$ cat src/rtl/scan_pkg.sv
// Shared types and helpers for the decoder scan sequencer.
// The sequencer walks the four 2-to-4 decoder lines and skips masked ones.
package scan_pkg;

  localparam int NUM_LINES = 4;
  localparam int SEL_W     = 2;

  typedef enum logic [1:0] {
    IDLE   = 2'b00,
    FREE   = 2'b01,
    SINGLE = 2'b10
  } state_t;

  // The search runs from the farthest candidate down to the nearest.
  // The closest enabled line overwrites the result last, so it wins.
  // When only the current line is enabled, the search wraps back onto it.
  function automatic logic [SEL_W-1:0] next_index(
    input logic [SEL_W-1:0]     idx,
    input logic [NUM_LINES-1:0] mask
  );
    logic [SEL_W-1:0] cand;
    next_index = idx;
    for (int k = NUM_LINES; k >= 1; k--) begin
      cand = idx + SEL_W'(k);
      if (mask[cand]) next_index = cand;
    end
  endfunction

endpackage

$ cat src/rtl/step_sync.sv
// Two-flop synchronizer for the external step input.
// A registered rising-edge detector follows it and emits a one-cycle step_pulse.
module step_sync (
  input  logic clk,
  input  logic rst_n,
  input  logic step,
  output logic step_pulse
);

  logic meta;
  logic sync;
  logic sync_d;

  always_ff @(posedge clk or negedge rst_n) begin
    if (!rst_n) begin
      meta       <= 1'b0;
      sync       <= 1'b0;
      sync_d     <= 1'b0;
      step_pulse <= 1'b0;
    end else begin
      meta       <= step;
      sync       <= meta;
      sync_d     <= sync;
      step_pulse <= sync & ~sync_d;
    end
  end

endmodule

$ cat src/rtl/scan_sequencer.sv
// Generates the {a, b} select for a 2-to-4 decoder, stepping through enabled lines.
// It advances either from a free-running prescaler or from synchronized step pulses.
module scan_sequencer
  import scan_pkg::*;
#(
  parameter int TICK_DIV = 4,
  parameter int DIV_W    = 17
) (
  input  logic                 clk,
  input  logic                 rst_n,
  input  logic                 en,
  input  logic                 mode,
  input  logic                 step,
  input  logic [NUM_LINES-1:0] enable_mask,
  output logic                 a,
  output logic                 b,
  output logic                 sel_valid,
  output logic                 tick,
  output logic                 wrap
);

  localparam logic [DIV_W-1:0] TERMINAL = DIV_W'(TICK_DIV - 1);

  state_t           state;
  state_t           nxt_state;
  logic [DIV_W-1:0] presc;
  logic [SEL_W-1:0] idx;
  logic [SEL_W-1:0] sel;
  logic [SEL_W-1:0] cand_idx;
  logic [SEL_W-1:0] idx_next;
  logic             step_pulse;
  logic             state_change;
  logic             terminal;
  logic             adv_req;
  logic             advance;

  step_sync u_step_sync (
    .clk        (clk),
    .rst_n      (rst_n),
    .step       (step),
    .step_pulse (step_pulse)
  );

  always_comb begin
    nxt_state = IDLE;
    if (en) nxt_state = mode ? SINGLE : FREE;
  end

  assign state_change = (nxt_state != state);
  assign terminal     = (presc == TERMINAL);

  // A cycle that changes state never advances, even on a coinciding request.
  always_comb begin
    adv_req = 1'b0;
    if (!state_change) begin
      case (state)
        FREE:    adv_req = terminal;
        SINGLE:  adv_req = step_pulse;
        default: adv_req = 1'b0;
      endcase
    end
  end

  assign advance  = adv_req && (enable_mask != '0);
  assign cand_idx = next_index(idx, enable_mask);
  assign idx_next = advance ? cand_idx : idx;

  always_ff @(posedge clk or negedge rst_n) begin
    if (!rst_n) begin
      state     <= IDLE;
      presc     <= '0;
      idx       <= '0;
      sel       <= '0;
      sel_valid <= 1'b0;
      tick      <= 1'b0;
      wrap      <= 1'b0;
    end else begin
      state <= nxt_state;
      if (state_change || state != FREE || terminal)
        presc <= '0;
      else
        presc <= presc + DIV_W'(1);
      idx       <= idx_next;
      // With every line masked, the decoder gets line 0 with sel_valid low.
      sel       <= (enable_mask == '0) ? '0 : idx_next;
      sel_valid <= enable_mask[idx_next];
      tick      <= advance;
      wrap      <= advance && (cand_idx <= idx);
    end
  end

  assign a = sel[1];
  assign b = sel[0];

endmodule

$ cat config.mk
export PLATFORM = sky130hd
export DESIGN_NAME = scan_sequencer
export DESIGN_NICKNAME = d
export VERILOG_FILES = /design/src/rtl/scan_pkg.sv /design/src/rtl/step_sync.sv /design/src/rtl/scan_sequencer.sv
export SDC_FILE = /design/constraint.sdc
export NUM_CORES = 1
export LEC_CHECK = 0
export ABC_AREA = 1
export ABC_CLOCK_PERIOD_IN_PS = 1750
export BUFFER_PORTS_ARGS = -buffer_cell sky130_fd_sc_hd__buf_2
export CAP_MARGIN = 10
export CORE_ASPECT_RATIO = 0.75
export CORE_MARGIN = 10
export CORE_UTILIZATION = 54
export DETAILED_ROUTE_END_ITERATION = 16
export GPL_TIMING_DRIVEN = 0
export PLACE_DENSITY = 0.76
export SLEW_MARGIN = 20
export SYNTH_ARGS = -nofsm -noshare
export SYNTH_HDL_FRONTEND = slang
export SYNTH_HIERARCHICAL = 1
export SYNTH_SLANG_ARGS = --single-unit
$ cat constraint.sdc
create_clock -name clk -period 1.75 [get_ports clk]
set_input_delay 0.0875 -clock clk [delete_from_list [all_inputs] [get_ports clk]]
set_output_delay 0.0875 -clock clk [all_outputs]
set_load 0.02 [all_outputs]
==> impl_metrics.yaml <==
logic_synthesis:
  synthSimpleGateAreaFrac_pct: 41.22
  synth_top_family_by_area: "simple AND/OR/NAND/NOR gates"
  seq_area_frac_synth_pct: 40.54
  synth-compound-area-share_pct: 4.189
  synthMuxAreaShare_pct: 0
  synth-seq-cells: 30
  syn_area_sq_um: 1852
  syn_nets: 235
  syn_inst: 221
  ys_warn_count: 6
  ys_types: 38
  ys.flop_type: "dfrtp_1"
  synthArstFlopShare_pct: 100.0
  syn_avg_cell_area_sq_um: 8.379
  synth_xor_area_share_pct: 3.243
  synth_edf_count: 0
  synth_fa_ha_area_share_pct: 3.378
sta:
  finalClockSkew_ns: 0.003887
  slew_headroom_pct: 55.66
  setup_violations: 0
  maxSlewViolCount: 0
  worst_slack_ns: 0.04602
  fmax_mhz: 586.9
  fin_crit_ns: 1.704
  period_share_pct: 97.37
  rsz0062_at_grt: "yes"
  hold_violations: 0
  tightest_slew_ns: 0.6651
critical_path:
  worstSetupStartpointType: "flip-flop"
  path_class: "flip-flop to flip-flop"
  reg2reg_setup_slack_ns: 0.05
  r2r-start: "idx[0]$_DFF_PN0_"
  r2r_cells: 13
  crit_path_end_kind: "flip-flop"
  worstPathRequired_ns: 1.93
  r2r_end: "wrap$_DFF_PN0_"
  path_max_fanout: 5
  arrival_ns: 1.88
cells_and_area:
  area_growth_pct: 20.13
  stdcell_area_sq_um: 2225
  n_antenna_cell: 0
  nets: 264
  drive_gt1_share_pct: 39.04
floorplanning:
  die_area_sq_um: 6196
  start_util_pct: 56.32
  num_io_pins: 14
  die_x_microns: 87.62
  coreArea_sq_um: 3288
  die_h_microns: 70.72
  rows: 18
routing:
  viasPerCell: 5.027
  drc: 0
  vias: 1463
  initialDrtViolationCount: 121
  first_pass_iters: 4
  wl_per_cell_microns: 12.34
  totalWireLength_microns: 3591
  ant_nets: 0
power:
  leakagePower_nw: 1.043
  ir_drop_v: 0.0007623
  powerDensity_nw_per_um2: 1014
job:
  maxCapViolations: 0
global_routing:
  grt_pass1_wl_microns: 6078
  antenna_found_initial: 0
  grt_usage_pct: 12.20
  grt_max_degree: 31
  grt_pass1_vias: 1378
  overflow: 0
status:
  status: "complete, no violations"
clocking:
  clk_pin_slew_worst_paths_ns: 0.06
  cts_num_sinks: 30
  cts_max_path_buffers: 2
  htree_levels: 2
  cts_tree: "yes"
  cts_buffers: 5
  clk_latency_ns: 0.29
  clockRootBuffer: "clkbuf_8"
hold_path:
  hold_path_class: "primary input to flip-flop"
  min_path_cells: 3
  hp-start: "en"
  holdPathEnd: "state[0]$_DFF_PN0_"
place:
  portBuffers: 13
  place_ws_ns: -0.05052
  place_congestion: 0.8191
  placed_cell_area_sq_um: 1967
  dp_hpwl_microns: 2554
## synthesized netlist by cell type, types with 2 or more instances
| cell | count | area [sq um] |
|---|---|---|
| a21oi_1 | 4 | 20.02 |
| dfrtp_1 | 30 | 750.7 |
| ha_1 | 5 | 62.56 |
| inv_1 | 23 | 86.33 |
| inv_2 | 4 | 15.01 |
| nand2_1 | 41 | 153.9 |
| nand2_2 | 18 | 112.6 |
| nand2_4 | 3 | 33.78 |
| nand3_1 | 11 | 55.05 |
| nand3_2 | 7 | 70.07 |
| nor2_1 | 30 | 112.6 |
| nor2_2 | 6 | 37.54 |
| nor2_4 | 2 | 22.52 |
| nor3_1 | 6 | 30.03 |
| nor3_2 | 2 | 20.02 |
| nor3b_1 | 4 | 30.03 |
| xor2_1 | 4 | 35.03 |
## worst max-delay path, cell delays in order, from the launching register on
cell and delay, ns:
dfrtp_1 0.40, buf_2 0.16, nand2_1 0.08, nand2_2 0.06, nand2_1 0.07, nand2_2 0.06
nor2_1 0.08, nand2_1 0.07, nand2_2 0.09, inv_2 0.05, ha_4 0.27, a21oi_2 0.05
a21oi_2 0.10, nor2_1 0.05
## metal layers
layer | track usage (%) | wire length (microns) | vias to the layer above | share of wire (%)
met5 | 0 | 0 | - | 0
met4 | 5.300 | 58 | 0 | 1.6
met3 | 4.233 | 135 | 8 | 3.8
met2 | 17.02 | 1527 | 20 | 43
met1 | 16.51 | 1870 | 679 | 52
li1 | - | - | 756 | -
## worst max path at each step
stage / startpoint / end / slack (ns) / depth (start not counted)
6_report: idx[0]$_DFF_PN0_ / wrap$_DFF_PN0_ / 0.05 / 13
5_1_grt: idx[0]$_DFF_PN0_ / wrap$_DFF_PN0_ / -0.05 / 15
4_1_cts: idx[0]$_DFF_PN0_ / wrap$_DFF_PN0_ / 0.007 / 14
3_5_place_dp: idx[0]$_DFF_PN0_ / wrap$_DFF_PN0_ / -0.05 / 14
3_3_place_gp: idx[0]$_DFF_PN0_ / wrap$_DFF_PN0_ / -0.02 / 14
2_1_floorplan: idx[0]$_DFF_PN0_ / wrap$_DFF_PN0_ / 0.09 / 14
## power by group
group          switching [mW]  internal [mW]  leakage (nW)
Combinational           0.475          0.335         0.591
Sequential             0.0303          0.735         0.394
Clock                   0.263          0.418        0.0579
Total                   0.768           1.49          1.04
## area by class of cell
class,instances,area [sq um]
well taps,40,50.05
fillers,274,1064
flip-flops and latches,30,753.2
multi-input cells,159,1037
inverters,30,121.4
plain buffers,2,16.27
repair buffers,22,137.6
clock inverters,3,40.04
clock buffers,5,68.82
## registers in the layout (all words and copies together), names as in the netlist
register                count
presc                      17
u_step_sync/step_pulse      1
sel                         2
u_step_sync/sync_d          1
state                       2
wrap                        1
idx                         2
tick                        1
u_step_sync/meta            1
u_step_sync/sync            1
sel_valid                   1
## per-stage QoR
stage	hold WS (ns)	std cells	total power [mW]	TNS, ns	util [%]
floorplan	-0.2081	221	1.248	0	-
global route	0.06037	291	2.391	-0.08525	67.66
detailed placement	0.1556	274	1.367	-0.05052	59.82
global placement	0.1537	274	1.359	-0.02292	59.82
finish	0.05015	291	2.256	0	67.66
CTS	0.04090	289	2.117	0	65.22
## logic make-up after synthesis
| group | after synthesis |
|---|---|
| flip-flops | 30 |
| AND/OR/NAND/NOR | 139 |
| adder cells (fa/ha/maj) | 5 |
| XOR/XNOR | 6 |
| AO/OA/AOI/OAI | 9 |
| buffers and inverters | 32 |
## timing repair
action	CTS	global route
setup buffers	3	2
hold buffers	3	0
hold endpoints to repair	32	0
pin swaps	2	4
cloned	1	0
setup endpoints to repair	2	17
gates resized for setup	2	17
## cells in the final DEF, fill, tap and decap left out, drive strengths merged
master,instances
nand2,62
nor2,38
dfrtp,30
inv,28
buf,21
nand3,18
nor3,9
clkbuf,5
nor3b,5
xor2,5
ha,5
a21oi,5
clkinv,4
dlygate4sd3,3
nand4,2
nor4,2
o21ai,2
and2,1
or2,1
and3,1
a211oi,1
o21bai,1
xnor2,1
bufinv,1
Power figures use the tool's default switching activity.
